### src/rtl/adc_scan_scheduler.sv
// Conversion scheduler for the 12-bit SPI ADC master: periodic scan of a channel mask plus priority manual requests.
// Latency: request handshake or scan tick -> spi_start 1 cycle; spi_done -> res_valid/latest 1 cycle.
// Backpressure: req_ready is high only in IDLE; scan ticks arriving while a scan is pending are dropped and flag overrun.
//
// Ports: clk/rst_n (async active-low); enable/period/ch_mask configure the scan timer;
// req_valid/req_ready/req_ch is the manual request handshake; spi_start/spi_chan/spi_done/spi_data
// drive the SPI master; res_valid/res_ch/res_data/res_manual announce each result; latest holds the
// last result per channel; scan_busy/overrun/timeout_err are status, clr_flags clears the sticky flags.
// Optional feature macro: ADC_SCAN_TIMEOUT_EN builds the spi_done watchdog (TIMEOUT cycles).
module adc_scan_scheduler #(
    parameter int NUM_CH  = 8,
    parameter int TIMEOUT = 1024
) (
    input  logic                   clk,
    input  logic                   rst_n,
    input  logic                   enable,
    input  logic [15:0]            period,
    input  logic [NUM_CH-1:0]      ch_mask,
    input  logic                   req_valid,
    input  logic [$clog2(NUM_CH)-1:0] req_ch,
    output logic                   req_ready,
    output logic                   spi_start,
    output logic [$clog2(NUM_CH)-1:0] spi_chan,
    input  logic                   spi_done,
    input  logic [11:0]            spi_data,
    output logic                   res_valid,
    output logic [$clog2(NUM_CH)-1:0] res_ch,
    output logic [11:0]            res_data,
    output logic                   res_manual,
    output logic [NUM_CH*12-1:0]   latest,
    output logic                   scan_busy,
    output logic                   overrun,
    input  logic                   clr_flags,
    output logic                   timeout_err
);
    localparam int CH_W = $clog2(NUM_CH);

    localparam logic [1:0] S_IDLE  = 2'd0;
    localparam logic [1:0] S_ISSUE = 2'd1;
    localparam logic [1:0] S_BUSY  = 2'd2;
    localparam logic [1:0] S_STORE = 2'd3;

    logic [1:0]        state;
    logic              run_q;       // low until the first edge after reset release
    logic [15:0]       tmr;
    logic [NUM_CH-1:0] pend;
    logic [CH_W-1:0]   cur_ch;
    logic              cur_manual;

    logic              counting;
    logic              tick;
    logic              snap;
    logic              req_acc;
    logic              scan_sel;
    logic              scan_end;
    logic              wd_fire;
    logic [NUM_CH-1:0] pend_eff;
    logic [NUM_CH-1:0] pend_nxt;
    logic [CH_W-1:0]   low_ch;

    assign counting  = run_q && enable && (period != 16'd0);
    assign tick      = counting && (tmr <= 16'd1);
    assign snap      = tick && !scan_busy;
    // A tick taken in IDLE is arbitrated in the same cycle so the scan starts one cycle later.
    assign pend_eff  = snap ? ch_mask : pend;
    assign req_ready = run_q && (state == S_IDLE);
    assign req_acc   = req_valid && req_ready;
    assign scan_sel  = run_q && (state == S_IDLE) && !req_acc && (pend_eff != '0);
    // The last scan channel has already been cleared from pend when it was issued.
    assign scan_end  = scan_busy && !cur_manual && (pend == '0) &&
                       ((state == S_STORE) || wd_fire);

    assign spi_start = (state == S_ISSUE);
    assign spi_chan  = cur_ch;

    always_comb begin
        low_ch = '0;
        for (int i = NUM_CH - 1; i >= 0; i--) begin
            if (pend_eff[i]) begin
                low_ch = CH_W'(i);
            end
        end
    end

    always_comb begin
        pend_nxt = pend_eff;
        if (scan_sel) begin
            pend_nxt[low_ch] = 1'b0;
        end
        if (!enable) begin
            pend_nxt = '0;
        end
    end

    always_ff @(posedge clk or negedge rst_n) begin
        if (!rst_n) begin
            run_q <= 1'b0;
            tmr   <= '0;
        end else begin
            run_q <= 1'b1;
            if (!counting || tick) begin
                tmr <= period;
            end else begin
                tmr <= tmr - 16'd1;
            end
        end
    end

    always_ff @(posedge clk or negedge rst_n) begin
        if (!rst_n) begin
            pend      <= '0;
            scan_busy <= 1'b0;
            overrun   <= 1'b0;
        end else begin
            pend <= pend_nxt;
            if (!enable || scan_end) begin
                scan_busy <= 1'b0;
            end else if (snap && (ch_mask != '0)) begin
                scan_busy <= 1'b1;
            end
            if (tick && scan_busy) begin
                overrun <= 1'b1;
            end else if (clr_flags) begin
                overrun <= 1'b0;
            end
        end
    end

    always_ff @(posedge clk or negedge rst_n) begin
        if (!rst_n) begin
            state      <= S_IDLE;
            cur_ch     <= '0;
            cur_manual <= 1'b0;
            res_valid  <= 1'b0;
            res_ch     <= '0;
            res_data   <= '0;
            res_manual <= 1'b0;
            latest     <= '0;
        end else begin
            res_valid <= 1'b0;
            case (state)
                S_IDLE: begin
                    if (req_acc) begin
                        cur_ch     <= req_ch;
                        cur_manual <= 1'b1;
                        state      <= S_ISSUE;
                    end else if (scan_sel) begin
                        cur_ch     <= low_ch;
                        cur_manual <= 1'b0;
                        state      <= S_ISSUE;
                    end
                end
                S_ISSUE: state <= S_BUSY;
                S_BUSY: begin
                    if (spi_done) begin
                        res_valid              <= 1'b1;
                        res_ch                 <= cur_ch;
                        res_data               <= spi_data;
                        res_manual             <= cur_manual;
                        latest[12*cur_ch +: 12] <= spi_data;
                        state                  <= S_STORE;
                    end else if (wd_fire) begin
                        state <= S_IDLE;
                    end
                end
                default: state <= S_IDLE;
            endcase
        end
    end

`ifdef ADC_SCAN_TIMEOUT_EN
    localparam int WD_W = $clog2(TIMEOUT + 1);

    // Counts cycles since spi_start: holds k in the k-th cycle after the ISSUE cycle.
    logic [WD_W-1:0] wd_cnt;
    logic            to_err_q;

    assign wd_fire     = (state == S_BUSY) && !spi_done && (wd_cnt == WD_W'(TIMEOUT - 1));
    assign timeout_err = to_err_q;

    always_ff @(posedge clk or negedge rst_n) begin
        if (!rst_n) begin
            wd_cnt   <= '0;
            to_err_q <= 1'b0;
        end else begin
            if (state == S_ISSUE) begin
                wd_cnt <= WD_W'(1);
            end else if (state == S_BUSY) begin
                wd_cnt <= wd_cnt + WD_W'(1);
            end
            if (wd_fire) begin
                to_err_q <= 1'b1;
            end else if (clr_flags) begin
                to_err_q <= 1'b0;
            end
        end
    end
`else
    logic [31:0] unused_timeout;

    assign unused_timeout = TIMEOUT;
    assign wd_fire        = 1'b0;
    assign timeout_err    = 1'b0;
`endif

endmodule

### config.mk
export PLATFORM = sky130hd
export DESIGN_NAME = adc_scan_scheduler
export DESIGN_NICKNAME = d
export VERILOG_FILES = /design/src/rtl/adc_scan_scheduler.sv
export SDC_FILE = /design/constraint.sdc
export NUM_CORES = 1
export LEC_CHECK = 0
export CORE_ASPECT_RATIO = 1.2
export CORE_UTILIZATION = 45
export CTS_CLUSTER_SIZE = 8
export DETAILED_ROUTE_END_ITERATION = 12
export PLACE_DENSITY_LB_ADDON = 0.2
export SLEW_MARGIN = 0
export SYNTH_ARGS = -nofsm -noshare
export SYNTH_HDL_FRONTEND = slang
export SYNTH_SLANG_ARGS = --single-unit
export TNS_END_PERCENT = 5
### constraint.sdc
create_clock -name clk -period 3.3 [get_ports clk]
set_input_delay 0.495 -clock clk [delete_from_list [all_inputs] [get_ports clk]]
set_output_delay 0.495 -clock clk [all_outputs]
set_load 0.1 [all_outputs]
Word level (Yosys, flattened, before mapping)
Cells that the tools add are included.
{"block": "totals", "regBits": 146, "latch_bits": 0, "mem_bits_rw": 0, "romBits": 0, "input_bits": 45, "output_inout_bits": 121, "wordCells": 89, "n_memories": 0}
{"block": "op_classes", "add_sub_neg": 2, "mul": 1, "div": 0, "magnitude_cmp": 3, "n_eq_ne": 5, "n_shift": 2, "muxes": 29, "n_bitwise": 2, "n_reduce_logical": 32}
{"cell": "bitwise mux 96 bit", "count": 1}
{"cell": "variable shift 12 x 34 -> 96 bit, first input constant", "count": 1}
{"cell": "variable part select 12 x 34 -> 96 bit", "count": 1}
{"cell": "negation 7 -> 34 bit", "count": 1}
{"cell": "2-to-1 mux 3 bit", "count": 10}
{"cell": "2-to-1 mux 8 bit", "count": 3}
{"cell": "less-or-equal comparator 16 x 1 -> 1 bit, second input constant", "count": 1}
{"cell": "2-to-1 mux 16 bit", "count": 1}
{"cell": "nonzero test 16 bit", "count": 1}
{"cell": "nonzero test 8 bit", "count": 2}
{"cell": "subtractor 16 x 1 -> 16 bit, second input constant", "count": 1}
{"cell": "logical AND 1 bit", "count": 14}
{"cell": "2-to-1 mux 1 bit", "count": 9}
{"cell": "AND 8 bit", "count": 1}
{"cell": "logical NOT 8 bit", "count": 1}
{"cell": "NOT 8 bit", "count": 1}
{"cell": "2-to-1 mux 2 bit", "count": 3}
{"cell": "case mux 2 bit (3 select lines)", "count": 1}
{"cell": "AND reduction 2 bit", "count": 3}
{"cell": "nonzero test 2 bit", "count": 3}
{"cell": "logical NOT 1 bit", "count": 5}
{"cell": "multiplier 2 x 3 -> 5 bit, first input constant", "count": 1}
{"cell": "equality test 2 bit, second input constant", "count": 2}
{"cell": "less-than comparator 3 x 4 -> 1 bit, second input constant", "count": 1}
{"cell": "other kinds (7)", "count": 8}

Depth between registers and ports, before layout
{"block": "logic_depth", "depth_word": 21, "mapped_depth": 14, "depth_no_buf": 11}

Least setup slack after synthesis
OpenSTA, ideal clock, no wires.
{"block": "synth_path", "path_type": "reg-to-reg", "startpoint": "reg cur_ch[0], in the netlist spi_chan[0]", "endpoint": "reg latest[60]", "setup_ns": 0.128, "arrival_ns": 4.045, "required_ns": 3.172, "path_slack_ns": -0.873, "stages_incl_launch_ff": 14, "path_buffers": 5, "period_less_slack_ns": 4.173, "cell_sequence": "dfrtp_1 > buf_2 > buf_2 > buf_2 > clkinv_1 > ha_1 > and3_1 > ha_1 > clkbuf_1 > and2_1 > buf_2 > nand2_1 > or3_1 > mux2_1"}
{"block": "synth_via", "elab_chain_len": 4, "word_cells_on_any_way": 5, "classes_between": "add/sub: 1; mul: 1; shift: 2; mux: 1"}
{"item": "start, declared", "line_no": "47", "source": "logic [CH_W-1:0] cur_ch;"}
{"item": "start signal, assigned", "line_no": "144", "source": "cur_ch <= req_ch;"}
{"item": "start signal, assigned", "line_no": "148", "source": "cur_ch <= low_ch;"}
{"item": "multiplier 2 x 3 -> 5 bit *", "line_no": "160", "source": "latest[12*cur_ch +: 12] <= spi_data;"}
{"item": "negation 7 -> 34 bit *", "line_no": "160"}
{"item": "variable part select 12 x 34 -> 96 bit / variable shift 12 x 34 -> 96 bit (equally long branches)", "line_no": "160"}
{"item": "bitwise mux 96 bit *", "line_no": "160"}
{"item": "end signal, assigned by index", "line_no": "160"}
{"item": "end, declared", "line_no": "30", "source": "output logic [NUM_CH*12-1:0] latest,"}
Mark *: on every way between the ends. The rest lies on a longest branch, timed or not.
A chain may end at the register's enable or synchronous reset.

Final worst setup path
{"block": "layout_path", "startpoint": "reg cur_ch[1], in the netlist spi_chan[1]", "endpoint": "reg latest[70]"}
Same word-level chain as after synthesis.

==> results.sh <==
export IMPL_netlist_area_um2=7647
export IMPL_viasPerCell=5.685
export IMPL_cp_num_buf_inv=1
export IMPL_nets=955
export IMPL_critPathTopFamily="adder cells"
export IMPL_drtAntennaViolNets=0
export IMPL_max_freq_mhz=310.8
export IMPL_root_buffer="clkbuf_16"
export IMPL_dieHeight_um=144.8
export IMPL_grt_overflow_total=0
export IMPL_post_cts_buffers=0
export IMPL_dpl_cell_area_um2=9661
export IMPL_cts_inserted_buffers=17
export IMPL_slew_viol_final=0
export IMPL_critical_path_required_ps=3600
export IMPL_rsz0062_at_grt="yes"
export IMPL_num_rows=51
export IMPL_io_buffers=164
export IMPL_yosysWarnings=0
export IMPL_syn_avg_cell_area_um2=10.79
export IMPL_ys_flop_type="dfrtp_1"
export IMPL_ys_types=71
export IMPL_synth_enable_flop_cells=0
export IMPL_area_delta_synth_final_pct=34.93
export IMPL_dp_slack_ps=24.57
export IMPL_grt_pass1_wl_um=34350
export IMPL_dpl_cell_count=1089
export IMPL_status="finished, final reports clean"
export IMPL_drt_iter0_markers=386
export IMPL_period_needed_ps=3217
export IMPL_cp_max_fo=6
export IMPL_synth_async_reset_ratio=1.000
export IMPL_final_area_um2=10320
export IMPL_clk_pin_slew_worst_paths_ps=60
export IMPL_crit_chain="ha_4 > fa_2 > inv_2 > and3_1 > ha_2 > and2_1 > nand2_1 > o32a_1 > mux2_1"
export IMPL_gp_congestion=0.9145
export IMPL_hp_class="in2async"
export IMPL_initial_utilization=0.4663
export IMPL_r2r_end="latest[70]"
export IMPL_path_class="reg2reg"
export IMPL_htreeDepth=4
export IMPL_crit_path_max_incr_delay_ps=610
export IMPL_clkLatencyLatePin_ps=420
export IMPL_setup_tns_ps=0
export IMPL_tightest_slew_ps=1018
export IMPL_end_kind="register"
export IMPL_cp_data_arrival_time_ps=3520
export IMPL_firstDrtPassIters=5
export IMPL_setup_viol=0
export IMPL_grt_max_degree=83
export IMPL_hold_violations=0
export IMPL_start_kind="register"
export IMPL_wirelength_um=21750
export IMPL_min_period_over_period=0.9750
export IMPL_drc_errors=0
export IMPL_antenna_found_initial=0
export IMPL_ys_ff_latch=146
export IMPL_drive_above_1_share=0.2222
export IMPL_synthTopCellsByArea="dfrtp_1 (48%), mux2_2 (9.7%), mux2_1 (6.6%), nand2_1 (3.7%), nor2_1 (2.9%)"
export IMPL_io_pins=166
export IMPL_r2r_cells=9
export IMPL_detailedPlacementHpwl_um=16550
export IMPL_synth_top_area_cell="dfrtp_1"
export IMPL_crit_reg2reg_launch="spi_chan[1]"
export IMPL_fin_cells=1121
export IMPL_wire_per_inst_um=19.40
export IMPL_final_setup_worst_slack_ps=82.65
export IMPL_synthCells=709
export IMPL_cpMaxStageDelayCell="fa_2"
export IMPL_reg2reg_slack_ps=80
export IMPL_grtUsageTotal=0.2594
export IMPL_fin_worst_skew_ps=5.711
export IMPL_grt_pass1_vias=6437
export IMPL_seq_area_frac_synth=0.4777
export IMPL_clockBufferDepth=2
export IMPL_die_w_um=121.0
export IMPL_die_area_um2=17520
export IMPL_coreArea_um2=16400
export IMPL_syn_nets=768
export IMPL_synth_top_area_share=0.4777
export IMPL_diodes=0
export IMPL_num_vias=6373
export IMPL_relSlewSlack=0.3195
export IMPL_cts_tree="built"
export IMPL_drv_cap=0
export IMPL_cts_sinks=146
-- worst max path at each step --
stage	from	to	slack, ps	depth (start not counted)
floorplan	spi_chan[0]	latest[28]	-20	13
global placement	spi_chan[1]	latest[86]	100	10
detailed placement	spi_chan[1]	latest[30]	20	9
CTS	spi_chan[1]	latest[30]	10	9
global route	spi_chan[1]	latest[58]	-50	8
finish	spi_chan[1]	latest[70]	80	9
-- cell families after synthesis --
family                   after synthesis  synth area share
buffers and inverters                 51           0.02798
multiplexers                         126            0.1831
XOR/XNOR                              18           0.02503
adder cells (fa/ha/maj)               14           0.02389
AND/OR/NAND/NOR                      223            0.1473
flip-flops                           146            0.4777
other                                  2         0.0009820
AO/OA/AOI/OAI                        129            0.1140
-- sequential cells by signal (all words and copies together), names as in the netlist --
| name | count |
|---|---|
| latest | 96 |
| tmr | 16 |
| res_data | 12 |
| pend | 8 |
| res_ch | 3 |
| spi_chan | 3 |
| state | 2 |
| cur_manual | 1 |
| overrun | 1 |
| res_manual | 1 |
| res_valid | 1 |
| run_q | 1 |
| scan_busy | 1 |
-- Yosys cell counts (6+ instances only) --
cell type	count
ha_1	13
or3_1	6
a21oi_1	23
o21ai_1	12
inv_1	18
mux2_2	66
xnor2_1	11
buf_2	6
nand2b_1	7
dfrtp_1	146
o31ai_1	6
nor2_1	60
a22o_1	14
nand3_1	9
mux2_1	45
clkbuf_1	22
mux2i_1	15
o21ai_0	26
and3_1	8
nand4_1	6
nor4_1	9
nand2_1	76
o2bb2ai_1	6
nor3_1	12
-- per-stage QoR --
step           hold WS [ps]    util
2_1_floorplan         199.4       -
3_3_place_gp          470.7  0.5891
3_5_place_dp          476.3  0.5891
4_1_cts               135.3  0.6264
5_1_grt               166.8  0.6292
6_report              99.66  0.6292
-- cells in the final DEF, fill, tap and decap left out, types with 3 or more instances in the layout --
| cell type | netlist | routed |
|---|---|---|
| xnor2_1 | 11 | 10 |
| o21ai_2 | 1 | 3 |
| bufinv_16 | 0 | 3 |
| o31ai_1 | 6 | 6 |
| and3_1 | 8 | 8 |
| nand2_1 | 76 | 75 |
| nor4_1 | 9 | 9 |
| a31oi_1 | 3 | 3 |
| inv_1 | 18 | 17 |
| mux2_2 | 66 | 66 |
| ha_1 | 13 | 11 |
| nor2_1 | 60 | 58 |
| nand3_1 | 9 | 8 |
| mux2i_1 | 15 | 15 |
| nand2b_1 | 7 | 7 |
| or4_1 | 5 | 5 |
| o2bb2ai_1 | 6 | 6 |
| nand4_1 | 6 | 6 |
| a22o_1 | 14 | 14 |
| and2_1 | 4 | 3 |
| dfrtp_1 | 146 | 143 |
| nor3_4 | 2 | 4 |
| a21oi_1 | 23 | 23 |
| mux2_1 | 45 | 45 |
| clkinv_2 | 0 | 3 |
| o21ai_1 | 12 | 10 |
| clkinv_4 | 0 | 4 |
| o21ai_0 | 26 | 26 |
| a22oi_1 | 5 | 5 |
| nor3_1 | 12 | 12 |
| clkdlybuf4s50_1 | 0 | 128 |
| o22a_1 | 3 | 3 |
| xor2_1 | 4 | 4 |
| or3_1 | 6 | 5 |
| o22ai_1 | 5 | 5 |
| clkbuf_16 | 0 | 17 |
| buf_4 | 2 | 70 |
-- final cells by class --
class	instances	area, um2
Clock inverter	12	155.1
Inverter	19	76.32
Sequential cell	146	3662
Multi-Input combinational cell	512	3865
Fill cell	1310	6081
Tap cell	212	265.3
Clock buffer	20	456.7
Timing Repair Buffer	200	1838
-- layer usage --
| layer | GRT usage | up-vias | part of all wire | wire length (um) |
|---|---|---|---|---|
| met5 | 0 | - | 0 | 0 |
| met4 | 0.1228 | 0 | 0.032 | 702 |
| met3 | 0.05408 | 48 | 0.064 | 1388 |
| met2 | 0.4568 | 265 | 0.51 | 11180 |
| met1 | 0.3013 | 3127 | 0.39 | 8473 |
| li1 | - | 2933 | - | - |
-- repair_timing --
item,CTS,global route
hold endpoints to repair,0,0
setup endpoints to repair,0,44
hold buffers,0,0
resized for setup,0,11
Power is left out: the tool's default activity adds up to more than one toggle a clock period on the data nets, which glitch-free logic cannot reach.
